File: src/rtl/instr_loader_pkg.sv
// Shared types and constants for the boot-time instruction loader.
// Latency: n/a (declarations only).
// Backpressure: n/a.
package instr_loader_pkg;

    // Loader phases: length field, data words, optional checksum, ack byte, core running.
    typedef enum logic [2:0] {
        LEN   = 3'd0,
        DATA  = 3'd1,
        CKSUM = 3'd2,
        ACK   = 3'd3,
        RUN   = 3'd4
    } state_t;

    localparam logic [7:0] ACK_OK  = 8'hAA;
    localparam logic [7:0] ACK_ERR = 8'hEE;

    // Ack byte reported to the host for a given error status.
    function automatic logic [7:0] ack_byte(input logic err);
        return err ? ACK_ERR : ACK_OK;
    endfunction

endpackage

File: src/rtl/instr_loader_word_assembler.sv
// Packs a byte stream into little-endian 32-bit words (first byte = bits 7:0).
// Latency: word/word_vld are combinational on the 4th byte's strobe.
// Backpressure: none; accepts a byte every cycle, clr restarts the byte count.
module word_assembler
    import instr_loader_pkg::*;
(
    input  logic        clk,
    input  logic        rstn,
    input  logic        clr,
    input  logic        byte_vld,
    input  logic [7:0]  byte_dat,
    output logic [31:0] word,
    output logic        word_vld
);

    logic [1:0]  byte_cnt;
    logic [23:0] shreg;

    // Byte counter wraps 0..3; older bytes shift toward the low end.
    always_ff @(posedge clk or negedge rstn) begin
        if (!rstn) begin
            byte_cnt <= 2'd0;
            shreg    <= 24'd0;
        end else if (clr) begin
            byte_cnt <= 2'd0;
        end else if (byte_vld) begin
            byte_cnt <= byte_cnt + 2'd1;
            shreg    <= {byte_dat, shreg[23:8]};
        end
    end

    // The 4th byte lands in the top lane, completing the word this cycle.
    always_comb begin
        word     = {byte_dat, shreg};
        word_vld = byte_vld && (byte_cnt == 2'd3) && !clr;
    end

endmodule

File: src/rtl/instr_loader.sv
// Boot loader: UART bytes -> length/words -> sequential instruction BRAM writes -> ack -> run.
// Latency: memory write registered one cycle after the 4th byte of a word; run one cycle after ack handshake.
// Backpressure: none on rx (bytes outside LEN/DATA/CKSUM dropped); tx_valid held until tx_ready.
// Build option: define INSTR_LOADER_CKSUM_EN to require a trailing XOR checksum word.
module instr_loader
    import instr_loader_pkg::*;
#(
    parameter int ADDRW = 10
) (
    input  logic        clk,
    input  logic        rstn,
    input  logic        rx_valid,
    input  logic [7:0]  rx_data,
    input  logic        tx_ready,
    output logic        tx_valid,
    output logic [7:0]  tx_data,
    input  logic        reload,
    input  logic [31:0] fetch_addr,
    output logic        run,
    output logic        load_err,
    output logic        mem_we,
    output logic [31:0] mem_addr,
    output logic [31:0] mem_din
);

    state_t      state_q, state_d;
    logic [31:0] n_q, n_d;
    logic [31:0] idx_q, idx_d;
    logic [31:0] idx_inc;
    logic        err_q, err_d;
    logic        we_q, we_d;
    logic [31:0] addr_q, addr_d;
    logic [31:0] din_q, din_d;
    logic        txv_q, txv_d;
    logic [7:0]  txd_q, txd_d;
`ifdef INSTR_LOADER_CKSUM_EN
    logic [31:0] cks_q, cks_d;
`endif

    logic        asm_vld;
    logic        asm_clr;
    logic [31:0] word;
    logic        word_vld;
    logic        overflow;

    // Bytes are only assembled while a field is being collected; reload restarts the byte count.
    always_comb begin
        asm_vld  = rx_valid && (state_q == LEN || state_q == DATA || state_q == CKSUM);
        asm_clr  = (state_q == RUN) && reload;
        idx_inc  = idx_q + 32'd1;
        overflow = (idx_q >> ADDRW) != 32'd0;
    end

    word_assembler u_asm (
        .clk      (clk),
        .rstn     (rstn),
        .clr      (asm_clr),
        .byte_vld (asm_vld),
        .byte_dat (rx_data),
        .word     (word),
        .word_vld (word_vld)
    );

    // All loader state and the registered memory/tx outputs.
    always_ff @(posedge clk or negedge rstn) begin
        if (!rstn) begin
            state_q <= LEN;
            n_q     <= 32'd0;
            idx_q   <= 32'd0;
            err_q   <= 1'b0;
            we_q    <= 1'b0;
            addr_q  <= 32'd0;
            din_q   <= 32'd0;
            txv_q   <= 1'b0;
            txd_q   <= 8'h00;
`ifdef INSTR_LOADER_CKSUM_EN
            cks_q   <= 32'd0;
`endif
        end else begin
            state_q <= state_d;
            n_q     <= n_d;
            idx_q   <= idx_d;
            err_q   <= err_d;
            we_q    <= we_d;
            addr_q  <= addr_d;
            din_q   <= din_d;
            txv_q   <= txv_d;
            txd_q   <= txd_d;
`ifdef INSTR_LOADER_CKSUM_EN
            cks_q   <= cks_d;
`endif
        end
    end

    // Next-state logic; write strobe defaults low so each write is a single-cycle pulse.
    always_comb begin
        state_d = state_q;
        n_d     = n_q;
        idx_d   = idx_q;
        err_d   = err_q;
        we_d    = 1'b0;
        addr_d  = addr_q;
        din_d   = din_q;
        txv_d   = txv_q;
        txd_d   = txd_q;
`ifdef INSTR_LOADER_CKSUM_EN
        cks_d   = cks_q;
`endif
        case (state_q)
            LEN: begin
                if (word_vld) begin
                    n_d   = word;
                    idx_d = 32'd0;
`ifdef INSTR_LOADER_CKSUM_EN
                    cks_d = 32'd0;
`endif
                    if (word == 32'd0) begin
`ifdef INSTR_LOADER_CKSUM_EN
                        state_d = CKSUM;
`else
                        // Nothing to write: the ack goes out the very next cycle.
                        state_d = ACK;
                        txv_d   = 1'b1;
                        txd_d   = ack_byte(err_q);
`endif
                    end else begin
                        state_d = DATA;
                    end
                end
            end
            DATA: begin
                if (word_vld) begin
`ifdef INSTR_LOADER_CKSUM_EN
                    cks_d = cks_q ^ word;
`endif
                    // Words past the end of memory are swallowed and flagged.
                    if (overflow) begin
                        err_d = 1'b1;
                    end else begin
                        we_d   = 1'b1;
                        addr_d = {idx_q[29:0], 2'b00};
                        din_d  = word;
                    end
                    idx_d = idx_inc;
                    if (idx_inc == n_q) begin
`ifdef INSTR_LOADER_CKSUM_EN
                        state_d = CKSUM;
`else
                        state_d = ACK;
`endif
                    end
                end
            end
`ifdef INSTR_LOADER_CKSUM_EN
            CKSUM: begin
                if (word_vld) begin
                    if (word != cks_q) begin
                        err_d = 1'b1;
                    end
                    state_d = ACK;
                    txv_d   = 1'b1;
                    txd_d   = ack_byte(err_d);
                end
            end
`endif
            ACK: begin
                // Entered from DATA with tx idle: raise the ack one cycle after the last write.
                if (txv_q) begin
                    if (tx_ready) begin
                        txv_d   = 1'b0;
                        state_d = RUN;
                    end
                end else begin
                    txv_d = 1'b1;
                    txd_d = ack_byte(err_q);
                end
            end
            RUN: begin
                if (reload) begin
                    state_d = LEN;
                    err_d   = 1'b0;
                    idx_d   = 32'd0;
                    n_d     = 32'd0;
                end
            end
            default: begin
                state_d = LEN;
            end
        endcase
    end

    // In RUN the fetch stage owns the memory port directly.
    always_comb begin
        run      = (state_q == RUN);
        mem_we   = we_q;
        mem_addr = run ? fetch_addr : addr_q;
        mem_din  = din_q;
        tx_valid = txv_q;
        tx_data  = txd_q;
        load_err = err_q;
    end

endmodule
File: config.mk
export PLATFORM = sky130hd
export DESIGN_NAME = instr_loader
export DESIGN_NICKNAME = d
export VERILOG_FILES = /design/src/rtl/instr_loader_pkg.sv /design/src/rtl/instr_loader_word_assembler.sv /design/src/rtl/instr_loader.sv
export SDC_FILE = /design/constraint.sdc
export NUM_CORES = 1
export LEC_CHECK = 0
export ABC_CLOCK_PERIOD_IN_PS = 5400
export CAP_MARGIN = 20
export CORE_MARGIN = 3
export CORE_UTILIZATION = 59
export CTS_BUF_LIST = sky130_fd_sc_hd__clkbuf_8 sky130_fd_sc_hd__clkbuf_16
export DETAILED_ROUTE_END_ITERATION = 7
export PLACE_DENSITY = 0.86
export SYNTH_ARGS = -nofsm -noshare
export SYNTH_HDL_FRONTEND = slang
export SYNTH_SLANG_ARGS = --single-unit
File: constraint.sdc
create_clock -name clk -period 5.4 [get_ports clk]
set_input_delay 0.54 -clock clk [delete_from_list [all_inputs] [get_ports clk]]
set_output_delay 0.54 -clock clk [all_outputs]
set_load 0.005 [all_outputs]
==> impl_metrics.py, run 1 <==
metrics = {
    "sta": {
        "hold_ws_ns": 0.4942,
        "finalSetupTns_ns": 0,
        "final-hold-violation-count": 0,
        "report.final.setup_viol": 0,
        "fin_crit_ns": 3.379,
        "slew_viol_final": 0,
        "worstMarginPinSlew_ns": 0.6894,
        "rsz0062_at_grt": "no",
        "fin_skew_ns": 0.009083,
        "period_share_pct": 62.57,
        "slew_headroom_pct": 53.61,
        "max_freq_mhz": 296.0,
    },
    "detailed_routing": {
        "drt-total-wl_mm": 20.83,
        "dr.pass1.iters": 5,
        "num_vias": 6247,
        "ant_nets": 0,
        "drt-initial-drc-count": 662,
        "drc": 0,
        "vias_per_cell": 6.342,
        "wl_per_cell_um": 21.15,
    },
    "critical_path": {
        "cp_max_fo": 11,
        "cp-start-kind": "register",
        "worstPathArrival_ns": 3.71,
        "worstPathRequired_ns": 5.74,
        "worst-setup-path-type": "reg2reg",
        "end_kind": "register",
    },
    "clock_network": {
        "cts_setup_buffers": 0,
        "clkLatencyLatePin_ns": 0.43,
        "holdBufCountCts": 0,
        "clkSinkCount": 160,
        "clk_path_buf_depth": 2,
        "htree_levels": 4,
        "cts_tree": "yes",
        "path_clk_slew_ns": 0.07,
        "cts_resized": 0,
        "cts_root_buffer": "clkbuf_16",
        "cts_made_buffers": 17,
    },
    "placed_design": {
        "dp_hpwl_mm": 13.49,
        "port_buffers": 118,
        "gp_congestion": 0.9129,
    },
    "synthesis": {
        "syn_inst": 711,
        "async_reset_ff_share_pct": 100.0,
        "yosysWarnings": 0,
        "synth_top_area_cell": "dfrtp_1",
        "yosysTopAreaCellShare_pct": 50.54,
        "synth_flop_cell": "dfrtp_1",
        "synth_edf_count": 0,
        "syn_area_per_cell_um2": 11.14,
        "synth-seq-area-share_pct": 50.54,
        "synth_area_leaders": "dfrtp_1 51%, mux2_2 14%, a22o_1 4.0%",
        "synth.distinct_cells": 62,
        "ys_seq_elements": 160,
        "syn_area_um2": 7923,
    },
    "global_route": {
        "grtUsageTotal_pct": 29.10,
        "grt_max_degree": 120,
        "overflow": 0,
        "grt_pass1_vias": 6200,
        "antenna_found_initial": 0,
        "grt_first_pass_wirelength_mm": 33.50,
    },
    "pwr": {
        "p_per_area_nw_per_um2": 437.6,
        "p_leak_uw": 0.004162,
        "peakVddDrop_v": 0.0002813,
        "p_total_uw": 4268,
    },
    "final_layout": {
        "layout_commonest_cell": "dfrtp_1",
        "layout-area-overhead-vs-synth_pct": 23.10,
        "most-common-layout-cells": "160 x dfrtp_1, 117 x clkdlybuf4s50_1, 97 x mux2_2, 55 x nand2_1, 48 x o21ai_0",
        "diodes": 0,
        "n_fill_cell": 835,
        "layout-drive-gt1-share_pct": 19.68,
        "ff_latch_area_um2": 4004,
        "multi_input_area_um2": 3632,
        "nNetsFinal": 847,
    },
    "floorplan": {
        "fp-row-count": 41,
        "die_area_um2": 14850,
        "die_x_um": 121.9,
        "core_area_um2": 12880,
        "io_pins": 121,
        "die_y_um": 121.9,
        "initial_core_util_pct": 61.53,
    },
    "job": {
        "maxCapViolCount": 0,
    },
    "worst_hold_path": {
        "hp-class": "in2async",
    },
    "run_status": {
        "status": "complete, no violations",
    },
}
[worst paths after layout]
kind | startpoint | end | slack [ns] | cells after the start
setup / recovery | idx_q[0] | state_q[1] | 2.02 | 8
hold / removal | rstn | idx_q[25] | 0.49 | 2
setup reg to reg | idx_q[0] | state_q[1] | 2.02 | 8
hold reg to reg | addr_q[4] | addr_q[4] | 0.50 | 1
max in group asynchronous | rstn | mem_din[15] | 3.61 | 4
min in group clk | addr_q[4] | addr_q[4] | 0.50 | 1
[state kept, by name (all words and copies together), names as in the netlist, 2 cells and up]
register,flops
idx_q,32
u_asm.byte_cnt,2
u_asm.shreg,24
n_q,32
tx_data,2
state_q,3
addr_q,30
mem_din,32
[layer usage]
metal	vias up	GRT usage, %	routed length [um]
met5	-	0	0
met4	0	10.08	606
met3	63	7.799	1717
met2	315	46.31	10090
met1	3091	38.96	8413
li1	2778	-	-
[through the flow]
| step | util, % | instances | instance area [um2] | setup slack, ns |
|---|---|---|---|---|
| after CTS | 75.30 | 982 | 9696 | 1.978 |
| after detailed placement | 70.84 | 950 | 9121 | 1.629 |
| after floorplan | - | 712 | 7926 | 2.632 |
| after global placement | 70.68 | 949 | 9101 | 1.755 |
| after global routing | 75.75 | 985 | 9753 | 1.807 |
| final | 75.75 | 985 | 9753 | 2.021 |
[final cells by class]
class,instances,area share [%]
sequential,160,41.05
clock buffer,17,4.362
tap,172,2.207
timing repair buffer,129,13.46
multi-input combinational,488,37.24
clock inverter,15,1.527
inverter,4,0.1539
[cells by family (layout without fill, tap and decap cells)]
| family | after synthesis | after routing | synth area share, % |
|---|---|---|---|
| XOR/XNOR | 42 | 42 | 4.643 |
| multiplexers | 99 | 99 | 14.04 |
| flip-flops | 160 | 160 | 50.54 |
| adder cells (fa/ha/maj) | 2 | 2 | 0.3158 |
| buffers and inverters | 64 | 165 | 3.758 |
| AO/OA/AOI/OAI | 135 | 135 | 11.66 |
| AND/OR/NAND/NOR | 208 | 208 | 15.00 |
| other | 1 | 2 | 0.04733 |
[critical path, stage by stage (launching register included)]
cell     delay [ns]
dfrtp_1        0.45
ha_1           0.28
nand3_1        0.33
or4_4          0.69
nor4_1         0.53
xnor2_1        0.19
nand3_1        0.09
or4_1          0.48
o31ai_1        0.23
[synthesized netlist by cell type (all sizes together) (4+ instances only)]
cell type / n
dfrtp: 160
mux2: 97
nand2: 57
o21ai: 48
clkbuf: 40
a22o: 36
xnor2: 27
nor2b: 23
nor4: 22
nor2: 21
buf: 20
nand4: 20
nand3: 16
o31ai: 15
xor2: 15
a21oi: 11
and3: 8
nor3: 7
a31oi: 5
and2: 5
or3: 5
or4: 5
and4: 4
[report_power, final]
part           internal [uW]  switching [uW]  total [uW]
clock network            650             526        1180
logic                    735             506        1240
registers               1520             333        1850
Power figures use the tool's default switching activity.
==> run 2: changes to the inputs <==
- ABC_CLOCK_PERIOD_IN_PS: 5400 -> 2900
- CORE_UTILIZATION: 59 -> 49
- PLACE_DENSITY: 0.86 -> 0.76
- clock period: 5.4 -> 2.9 ns (I/O delays scaled with it)
==> run 2 against run 1 <==
Net effect:
- global-route usage fell by 5.2 points
- fmax rose by 22%
- via count fell by 0.53%
- wire length fell by 1.1%
- first-iteration DRC count fell by 7.1%
- sequential cell count did not move
- combinational power rose by 89%
- non-clock buffer count rose by 32
- highest routed layer unchanged
- die area rose by 19%
- final area rose by 3.2%
- worst hold slack improved by 0.0085 ns
- register-to-register slack got worse by 1.9 ns
==> impl_metrics.py, run 2 (synthesized netlist as in run 1, its figures left out) <==
metrics = {
    "sta": {
        "fin_crit_ns": 2.772,
        "worstMarginPinSlew_ns": 0.8368,
        "report.final.setup_viol": 0,
        "fin_ws_ns": 0.1284,
        "slew_headroom_pct": 44.21,
        "slew_viol_final": 0,
        "hold_ws_ns": 0.5028,
        "fin_skew_ns": 0.01490,
        "finalSetupTns_ns": 0,
        "max_freq_mhz": 360.8,
        "period_share_pct": 95.57,
        "rsz0062_at_grt": "no",
        "final-hold-violation-count": 0,
    },
    "detailed_routing": {
        "ant_nets": 0,
        "drt-initial-drc-count": 615,
        "wl_per_cell_um": 19.51,
        "dr.pass1.iters": 8,
        "vias_per_cell": 5.884,
        "drc": 0,
        "drt-total-wl_mm": 20.61,
        "num_vias": 6214,
    },
    "placed_design": {
        "place_ws_ns": 0.07025,
        "dp_hpwl_mm": 14.19,
        "port_buffers": 118,
        "gp_congestion": 0.9567,
        "placed_area_um2": 9428,
    },
    "floorplan": {
        "die_y_um": 133.2,
        "fp-row-count": 45,
        "initial_core_util_pct": 51.17,
        "die_x_um": 133.2,
        "core_area_um2": 15480,
        "die_area_um2": 17730,
        "io_pins": 121,
    },
    "global_route": {
        "grt_max_degree": 92,
        "use_met3_pct": 5.136,
        "grt_use_met1_pct": 33.55,
        "antenna_found_initial": 0,
        "grt_first_pass_wirelength_mm": 34.01,
        "grt.met2_usage_pct": 37.56,
        "busiest_layer": "met2",
        "grt_pass1_vias": 6178,
        "grtUsageTotal_pct": 23.85,
        "overflow": 0,
    },
    "final_layout": {
        "postLayoutCellArea_um2": 10070,
        "nNetsFinal": 879,
        "layout-drive-gt1-share_pct": 22.84,
        "layout_commonest_cell": "dfrtp_1",
        "n_fill_cell": 1153,
        "ff_latch_area_um2": 4004,
        "most-common-layout-cells": "160 x dfrtp_1, 117 x clkdlybuf4s50_1, 97 x mux2_2, 55 x nand2_1, 48 x o21ai_0",
        "diodes": 0,
        "layout-area-overhead-vs-synth_pct": 27.08,
        "multi_input_area_um2": 3635,
    },
    "pwr": {
        "p_per_area_nw_per_um2": 794.1,
        "p_leak_uw": 0.004329,
        "p_total_uw": 7995,
        "peakVddDrop_v": 0.0004596,
    },
    "critical_path": {
        "cp-start-kind": "register",
        "ff2ff_path_depth": 9,
        "end_kind": "register",
        "worstPathRequired_ns": 3.22,
        "worstPathArrival_ns": 3.09,
        "worst-setup-path-type": "reg2reg",
        "cp_max_fo": 10,
    },
    "job": {
        "maxCapViolCount": 0,
    },
    "worst_hold_path": {
        "hp-class": "in2async",
    },
    "clock_network": {
        "cts_tree": "yes",
        "clkLatencyLatePin_ns": 0.43,
        "path_clk_slew_ns": 0.07,
        "clk_path_buf_depth": 2,
        "htree_levels": 4,
        "cts_made_buffers": 17,
        "cts_root_buffer": "clkbuf_16",
        "clkSinkCount": 160,
    },
    "run_status": {
        "status": "complete, no violations",
    },
}
## run 2: changes by cell type in the layout (fill, tap and decap cells not counted), sizes merged
cell      change
bufinv        -1
clkbuf        +1
inv           -1
clkinv        +2
buf          +32
clkinvlp      -1
## run 2: layer usage
metal | wire length (um) | vias up | share of wire, %
met5 | 0 | - | 0
met4 | 385 | 0 | 1.9
met3 | 1147 | 35 | 5.6
met2 | 9786 | 219 | 47
met1 | 9285 | 3127 | 45
li1 | - | 2833 | -
## run 2: metrics by stage
stage          std cells  utilization, %
6_report            1056           65.03
5_1_grt             1056           65.03
4_1_cts             1056           65.01
3_5_place_dp        1020           60.89
3_3_place_gp        1020           60.89
2_1_floorplan        712               -
## run 2: power breakdown
part | internal, uW | switching, uW | leakage, uW
clock network | 1180 | 1070 | 0.000292
logic | 1400 | 941 | 0.00196
registers | 2820 | 579 | 0.00208
## run 2: path summary, 6_finish.rpt
check | startpoint | endpoint | slack, ns
max | idx_q[1] | state_q[1] | 0.13
min | rstn | idx_q[26] | 0.50
max reg2reg | idx_q[1] | state_q[1] | 0.13
min reg2reg | addr_q[18] | addr_q[18] | 0.50
max in group asynchronous | rstn | n_q[10] | 1.59
min in group clk | addr_q[18] | addr_q[18] | 0.50
## run 2: cell type report
class | count | area share [%]
Tap cell | 211 | 2.622
Sequential cell | 160 | 39.77
Multi-Input combinational cell | 488 | 36.10
Clock inverter | 14 | 1.653
Timing Repair Buffer | 161 | 15.35
Clock buffer | 18 | 4.362
Inverter | 4 | 0.1491
## run 2: worst max-delay path: stages, from the launching register on
cell      delay [ns]
dfrtp_1         0.36
ha_1            0.20
nand3_1         0.13
buf_4           0.20
or3_1           0.46
a211oi_1        0.30
a21o_1          0.15
nand4_1         0.08
or4_1           0.51
o31ai_1         0.26
## run 2: repair_timing
item | in CTS | in global routing
resized for setup | 0 | 1
setup endpoints to repair | 1 | 23
hold buffers | 1 | 0
hold endpoints to repair | 89 | 0
setup buffers | 3 | 0
pin swaps | 1 | 2
==> run 3: changes to the inputs <==
- CORE_UTILIZATION: 49 -> 58
- DONT_BUFFER_PORTS: default -> 1
==> run 3 against run 2 <==
Net effect:
- the run now ends with negative hold slack left
- final area decreased by 12%
- wire length down 5.3%
- first-iteration DRC count shrank 27%
- via count shrank 6.8%
- fmax increased by 0.65%
- global-route usage increased by 3.0 points
- die area fell by 15%
- worst hold slack worse by 0.95 ns
- utilization rose by 1.9 points
- clock-buffer cell count down 1
- cell count fell by 14%
- critical endpoint unchanged
==> impl_metrics.py, run 3 (synthesized netlist as in run 1, its figures left out) <==
metrics = {
    "floorplan": {
        "core_area_um2": 13300,
        "die_area_um2": 15100,
        "io_pins": 121,
        "die_y_um": 122.9,
        "initial_core_util_pct": 59.59,
        "die_x_um": 122.9,
        "fp-row-count": 42,
    },
    "critical_path": {
        "worstPathArrival_ns": 3.09,
        "cp_max_fo": 10,
        "path_common_cell": "or4_1",
        "end_kind": "register",
        "path_cells": "ha_2 > nand3_1 > buf_4 > or4_1 > nor3_1 > o31ai_1 > or4_1 > o31ai_2",
        "rr_startpoint": "idx_q[1]",
        "cp-start-kind": "register",
        "cpMaxStageDelayCell": "or4_1",
        "max_stage_delay_ns": 0.59,
        "r2r-end": "state_q[1]",
        "worst-setup-path-type": "reg2reg",
        "ff2ff_path_depth": 8,
        "rrSetupSlack_ns": 0.15,
        "worstPathRequired_ns": 3.23,
    },
    "final_layout": {
        "layout-drive-gt1-share_pct": 26.13,
        "most-common-layout-cells": "160 x dfrtp_1, 97 x mux2_2, 55 x nand2_1, 47 x o21ai_0, 37 x buf_4",
        "diodes": 0,
        "nNetsFinal": 765,
        "layout_commonest_cell": "dfrtp_1",
        "stdcell_count": 907,
        "n_fill_cell": 951,
        "final_core_utilization_pct": 66.93,
        "layout-area-overhead-vs-synth_pct": 12.32,
    },
    "placed_design": {
        "gp_congestion": 0.8836,
        "port_buffers": 0,
        "dp_hpwl_mm": 12.98,
        "numPlacedInstances": 863,
    },
    "clock_network": {
        "clkLatencyLatePin_ns": 0.43,
        "cts_made_buffers": 17,
        "cts_tree": "yes",
        "clkSinkCount": 160,
        "path_clk_slew_ns": 0.07,
        "cts_root_buffer": "clkbuf_16",
        "htree_levels": 4,
        "clk_path_buf_depth": 2,
    },
    "job": {
        "maxCapViolCount": 0,
    },
    "global_route": {
        "grt_pass1_vias": 5672,
        "busiest_layer": "met2",
        "grt_first_pass_wirelength_mm": 31.14,
        "grt_max_degree": 161,
        "use_met3_pct": 6.313,
        "grt.met2_usage_pct": 40.79,
        "grtUsageTotal_pct": 26.86,
        "antenna_found_initial": 0,
        "grt_use_met1_pct": 38.22,
        "overflow": 0,
    },
    "run_status": {
        "failed_checks": "negative hold slack",
        "status": "finished with violations",
    },
    "sta": {
        "max_freq_mhz": 363.1,
        "slew_headroom_pct": 62.02,
        "hold_ws_ns": -0.4449,
        "fin_skew_ns": 0.009379,
        "worstMarginPinSlew_ns": 0.5697,
        "slew_viol_final": 0,
        "finalSetupTns_ns": 0,
        "final-hold-violation-count": 160,
        "fin_crit_ns": 2.754,
        "report.final.setup_viol": 0,
        "period_share_pct": 94.96,
    },
    "detailed_routing": {
        "ant_nets": 0,
        "wl_per_cell_um": 21.52,
        "drt-initial-drc-count": 452,
        "drt-total-wl_mm": 19.52,
        "drc": 0,
        "vias_per_cell": 6.385,
        "dr.pass1.iters": 5,
        "num_vias": 5791,
    },
    "pwr": {
        "peakVddDrop_v": 0.0005879,
        "p_per_area_nw_per_um2": 840.9,
        "p_leak_uw": 0.003907,
        "p_total_uw": 7483,
    },
    "worst_hold_path": {
        "hp-class": "in2async",
    },
}
-- run 3: cell count changes in the layout (fill, tap and decap cells not counted), sizes merged --
cell and delta:
clkdlybuf4s50 -117, clkbuf -1, buf -5, clkinvlp -1
inv +2, bufinv +2, dlygate4sd3 +8, clkinv -2
-- run 3: how the worst max path moves through the flow --
stage | startpoint | to | slack (ns) | depth (start not counted)
2_1_floorplan | idx_q[0] | state_q[1] | 0.13 | 8
4_1_cts | idx_q[2] | state_q[1] | 0.02 | 7
5_1_grt | idx_q[1] | state_q[1] | -0.009 | 8
3_3_place_gp | idx_q[0] | state_q[1] | 0.11 | 8
6_report | idx_q[1] | state_q[1] | 0.15 | 8
3_5_place_dp | idx_q[1] | state_q[1] | -0.05 | 8
-- run 3: what timing repair did --
action / 4_1_cts / 5_1_grt
setup buffers: 0 / 3
endpoints found under the setup margin: 1 / 1
hold buffers: 8 / 1
resized for setup: 1 / 4
hold endpoints to repair: 172 / 161
pin swaps: 1 / 2
-- run 3: worst max-delay path: cells and delay by family, from the launching register on --
kind	cells	cell delay, ns
buffers and inverters	1	0.21
DFF	1	0.36
AOI/OAI and AO/OA	2	0.35
and+or+nand+nor	4	1.51
adders and majority gates	1	0.23
-- run 3: cell type report --
type / count / area, um2 / share of cell area [%]
clock inverter: 15 / 193.9 / 2.179
inverter: 4 / 15.01 / 0.1687
clock buffer: 17 / 425.4 / 4.781
tap: 176 / 220.2 / 2.475
multi-input combinational: 488 / 3652 / 41.04
timing repair buffer: 47 / 387.9 / 4.359
sequential: 160 / 4004 / 44.99
-- run 3: where the power goes --
part | internal [uW] | switching (uW) | total, uW
sequential | 2830 | 668 | 3490
combinational | 911 | 737 | 1650
clock | 1320 | 1020 | 2340
-- run 3: per-layer routing --
metal | wire length (um) | share of wire [%]
met5 | 0 | 0
met4 | 289 | 1.5
met3 | 1322 | 6.8
met2 | 9286 | 48
met1 | 8617 | 44
-- run 3: per-stage QoR --
stage / worst slack [ns] / area [um2]
detailed placement: -0.04798 / 8147
global route: -0.008953 / 8899
global placement: 0.1070 / 8147
floorplan: 0.1320 / 7926
finish: 0.1462 / 8899
CTS: 0.01962 / 8848
